==> config.mk <==
export PLATFORM = sky130hd
export DESIGN_NAME = des_key_sched_rev
export DESIGN_NICKNAME = d
export VERILOG_FILES = /design/src/rtl/des_key_sched_rev.sv
export SDC_FILE = /design/constraint.sdc
export NUM_CORES = 1
export LEC_CHECK = 0
export BUFFER_PORTS_ARGS = -buffer_cell sky130_fd_sc_hd__buf_2
export CORE_MARGIN = 5
export CORE_UTILIZATION = 50
export CTS_CLUSTER_DIAMETER = 100
export CTS_CLUSTER_SIZE = 10
export DETAILED_ROUTE_END_ITERATION = 8
export GPL_TIMING_DRIVEN = 0
export PLACE_DENSITY = 0.87
export SLEW_MARGIN = 30
export SYNTH_ARGS = -nofsm -noshare
export SYNTH_HDL_FRONTEND = slang
export SYNTH_SLANG_ARGS = --single-unit
==> constraint.sdc <==
create_clock -name clk -period 4.7 [get_ports clk]
set_clock_uncertainty 0.2 [all_clocks]
set_input_delay 0.94 -clock clk [delete_from_list [all_inputs] [get_ports clk]]
set_output_delay 0.94 -clock clk [all_outputs]
set_load 0.03 [all_outputs]
==> src/rtl/des_key_sched_rev.sv <==
// DES decryption key scheduler.
// Loads the PC-1 permuted key C0||D0 and presents the round keys K16 down to K1.
// Each key is handed to the round datapath over a valid/ready handshake.
// After each accepted key, both 28-bit halves rotate right by the encryption
// shift that is being undone. The halves rotate independently of each other.
module des_key_sched_rev (
    input  logic        clk,
    input  logic        rst_n,
    input  logic        start,
    input  logic [55:0] key_cd,
    output logic        busy,
    output logic        k_valid,
    input  logic        k_ready,
    output logic [47:0] k_out,
    output logic [3:0]  k_idx,
    output logic [55:0] cd_out,
    output logic        done
);

    typedef enum logic {
        IDLE = 1'b0,
        RUN  = 1'b1
    } state_t;

    // PC-2 selection table (FIPS 46-3). Entries are 1-based and count from the MSB of C||D.
    localparam int PC2 [48] = '{
        14, 17, 11, 24,  1,  5,
         3, 28, 15,  6, 21, 10,
        23, 19, 12,  4, 26,  8,
        16,  7, 27, 20, 13,  2,
        41, 52, 31, 37, 47, 55,
        30, 40, 51, 45, 33, 48,
        44, 49, 39, 56, 34, 53,
        46, 42, 50, 36, 29, 32
    };

    state_t      state;
    logic [55:0] cd_q;
    logic [4:0]  j;
    logic        done_q;
    logic        hs;
    logic [4:0]  idx_full;

    function automatic logic [47:0] pc2(input logic [55:0] cd);
        logic [47:0] r;
        r = '0;
        for (int i = 0; i < 48; i++) begin
            r[47-i] = cd[56-PC2[i]];
        end
        return r;
    endfunction

    // The shift undone at step n is 1 for rounds 2, 9 and 16, and 2 for the other steps.
    function automatic logic shift_two(input logic [4:0] n);
        return !((n == 5'd2) || (n == 5'd9) || (n == 5'd16));
    endfunction

    function automatic logic [27:0] rotr_half(input logic [27:0] h, input logic two);
        return two ? {h[1:0], h[27:2]} : {h[0], h[27:1]};
    endfunction

    function automatic logic [55:0] rotr_cd(input logic [55:0] cd, input logic two);
        return {rotr_half(cd[55:28], two), rotr_half(cd[27:0], two)};
    endfunction

    // Handshake qualifier and the subkey number for the current step (17 - j, modulo 16).
    always_comb begin
        hs       = (state == RUN) && k_ready;
        idx_full = 5'd17 - j;
    end

    assign busy    = (state == RUN);
    assign k_valid = (state == RUN);
    assign k_idx   = (state == RUN) ? idx_full[3:0] : 4'd0;
    assign k_out   = pc2(cd_q);
    assign cd_out  = cd_q;
    assign done    = done_q;

    // Schedule FSM: load on start, step the key register on each accepted key, and pulse done after K1.
    always_ff @(posedge clk or negedge rst_n) begin
        if (!rst_n) begin
            state  <= IDLE;
            cd_q   <= '0;
            j      <= '0;
            done_q <= 1'b0;
        end else begin
            done_q <= 1'b0;
            case (state)
                IDLE: begin
                    if (start) begin
                        cd_q  <= key_cd;
                        j     <= 5'd1;
                        state <= RUN;
                    end
                end
                RUN: begin
                    if (hs) begin
                        if (j == 5'd16) begin
                            state  <= IDLE;
                            done_q <= 1'b1;
                        end else begin
                            j    <= j + 5'd1;
                            cd_q <= rotr_cd(cd_q, shift_two(j + 5'd1));
                        end
                    end
                end
                default: state <= IDLE;
            endcase
        end
    end

endmodule

==> results.json <==
{
  "first_iter_violations": 355,
  "worst_pin_slew_ns": 0.798,
  "syn-num-nets": 560,
  "synth.area.mux_share": 0.00500,
  "rrSetupSlack_ns": 1.35,
  "fp.coreArea_um2": 8260,
  "io_buffers": 170,
  "grt_max_degree": 34,
  "postCtsSetupRepairBufs": 0,
  "gp_congestion": 0.886,
  "grt.total_usage": 0.240,
  "fin_crit_sh": 0.712,
  "powerDensity_nw_per_um2": 749,
  "fp-row-count": 33,
  "cts_made_buffers": 9,
  "r2r_start": "j[0]",
  "path_clk_slew_ns": 0.07,
  "synth_compound_area_frac": 0.194,
  "antenna_found_initial": 0,
  "utilization": 0.665,
  "yosysSeqAreaShare": 0.371,
  "overflow": 0,
  "syn_area_um2": 4250,
  "hpwl_um": 9450,
  "outcome": "finished clean",
  "clock.fmax_mhz": 299,
  "synth_area_per_cell_um2": 8.61,
  "yosys_warnings": 0,
  "initial_core_util": 0.515,
  "cp_num_buf_inv": 3,
  "hold_path.class": "input port to asynchronous set/reset pin",
  "cts_max_level": 3,
  "crit_required_ns": 4.75,
  "cp-start-kind": "register",
  "clk_latency_ns": 0.33,
  "drive_above_1_share": 0.376,
  "critPathTopFamily": "buffers and inverters",
  "crit_path_max_incr_delay_ns": 0.63,
  "rsz0062_at_grt": "no",
  "post-place-ws_ns": 1.42,
  "finalCriticalPeriod_ns": 3.35,
  "tns_ns": 0,
  "die_area_um2": 10500,
  "ys_ff_latch": 63,
  "antenna_cells": 0,
  "r2r_end": "cd_out[6]",
  "cts_max_path_buffers": 2,
  "first_pass_iters": 4,
  "setup_viol": 0,
  "crit_path_max_fanout": 11,
  "die_h_um": 102,
  "cap_violations": 0,
  "tritoncts": "done",
  "setup_ws_ns": 1.35,
  "worstSetupPathType": "register to register",
  "num_vias": 4426,
  "synth_xor_area_frac": 0.00206,
  "placed_cells": 770,
  "cts_resized": 0,
  "cts.sinks": 63,
  "fillers": 700,
  "vias_per_cell": 5.63,
  "holdWs_ns": 0.337,
  "instances_no_fill": 786,
  "arrival_ns": 3.39,
  "crit_path_end_kind": "register",
  "finalMaxSlewViolations": 0,
  "pin_count": 171,
  "area_delta_synth_final_pct": 29.1,
  "final_cell_mix": "buf_2, nand2_1, dfrtp_1, a21oi_1, or3_1",
  "avgRoutedWirePerCell_um": 15.9,
  "synth-adder-area-share": 0.0177,
  "drc": 0,
  "slew_headroom": 0.465,
  "ctsHoldBuffers": 0,
  "cp_slowest_cell": "a31oi_1",
  "hold_viol_final": 0,
  "rr_worst_depth": 9,
  "nets": 742,
  "clock-root-buffer": "clkbuf_8",
  "regArea_um2": 1580,
  "mostFrequentLayoutCell": "buf_2",
  "multiInputGateArea_um2": 2060,
  "first_global_vias": 4271,
  "fp.dieW_um": 102,
  "post_synth_num_cell_types": 36,
  "synthSimpleGateAreaFrac": 0.266,
  "grt_pass1_wl_um": 20100,
  "p_leak_nw": 2.61,
  "synthCells": 494,
  "synth_top_family_by_area": "simple AND/OR/NAND/NOR gates",
  "ir_drop_mv": 0.372,
  "ant_nets": 0,
  "crit_chain": "inv_1 > ha_1 > nor2b_1 > a31oi_1 > buf_2 > buf_1 > nand2_1 > or3_1 > o211ai_1",
  "wl_um": 12500
}
[power breakdown]
| group | switching (W) | internal, W | total [W] |
|---|---|---|---|
| sequential | 0.000279 | 0.000785 | 0.00106 |
| clock | 0.000212 | 0.000327 | 0.000539 |
| combinational | 0.00162 | 0.000890 | 0.00251 |
| total | 0.00211 | 0.00200 | 0.00411 |
[layout make-up]
class,instances,area share
buffer,95,0.109
clock buffer,11,0.0276
clock inverter,5,0.0146
inverter,5,0.00342
multi-input combinational,331,0.375
sequential,63,0.287
tap,105,0.0239
timing repair buffer,171,0.159
[stage by stage]
step	area, µm²	total power [W]
finish	5490	0.00411
global route	5490	0.00436
detailed placement	5260	0.00358
CTS	5490	0.00413
floorplan	4250	0.00286
global placement	5240	0.00353
[worst max-delay path by stage]
| stage | slack [ns] | startpoint | endpoint | cells after the start |
|---|---|---|---|---|
| 2_1_floorplan | 2.04 | busy | k_idx[0] | 3 |
| 3_3_place_gp | 1.46 | k_ready | cd_out[4] | 8 |
| 3_5_place_dp | 1.42 | k_ready | cd_out[6] | 8 |
| 4_1_cts | 1.41 | j[0] | cd_out[6] | 9 |
| 5_1_grt | 1.17 | j[0] | cd_out[8] | 9 |
| 6_report | 1.35 | j[0] | cd_out[6] | 9 |
[cells by family (layout without fill, tap and decap cells)]
family,Yosys count,in the layout
xor+xnor,1,1
fa+ha+maj,6,6
flops,63,63
mux,2,2
simple gates,195,195
compound gates,127,127
buf+inv,100,287
[registers in the layout (all words and copies together) (netlist names)]
register and count:
cd_out 56, busy 1, j 5, done 1
[synthesized netlist by cell type]
cell,count,share of area
a211oi_1,1,0.0018
a21boi_1,1,0.0018
a21oi_1,58,0.068
a311oi_1,1,0.0021
a31oi_1,1,0.0015
a32o_1,1,0.0024
and2_1,4,0.0059
and3b_4,1,0.0029
and4_1,2,0.0041
buf_1,4,0.0035
buf_2,9,0.011
buf_4,49,0.086
buf_6,6,0.016
clkbuf_1,27,0.024
dfrtp_1,63,0.37
ha_1,6,0.018
inv_1,5,0.0044
mux2_2,1,0.0026
mux2i_1,1,0.0024
nand2_1,64,0.056
nand2b_1,1,0.0015
nand3_1,2,0.0024
nor2_1,3,0.0026
nor2b_1,3,0.0044
nor3_1,1,0.0012
nor3b_1,56,0.099
nor4b_1,1,0.0021
o2111ai_1,1,0.0021
o211a_1,1,0.0024
o211ai_1,54,0.095
o211ai_2,3,0.0088
o21ai_0,3,0.0035
o22ai_1,1,0.0015
o311a_1,1,0.0024
or3_1,57,0.084
xnor2_1,1,0.0021
[routing by layer]
| layer | routed length [µm] | up-vias | global-route usage |
|---|---|---|---|
| met4 | 223 | 0 | 0.0737 |
| met3 | 933 | 23 | 0.0457 |
| met2 | 6180 | 208 | 0.394 |
| met1 | 5170 | 2093 | 0.322 |
| met5 | 0 | - | 0 |
| li1 | - | 2102 | - |
[worst reg2reg max path, stage by stage (launching register included)]
cell	delay (ns)
dfrtp_1	0.56
inv_1	0.13
ha_1	0.25
nor2b_1	0.18
a31oi_1	0.63
buf_2	0.35
buf_1	0.40
nand2_1	0.13
or3_1	0.33
o211ai_1	0.10
(Power assumes the default switching activity.)
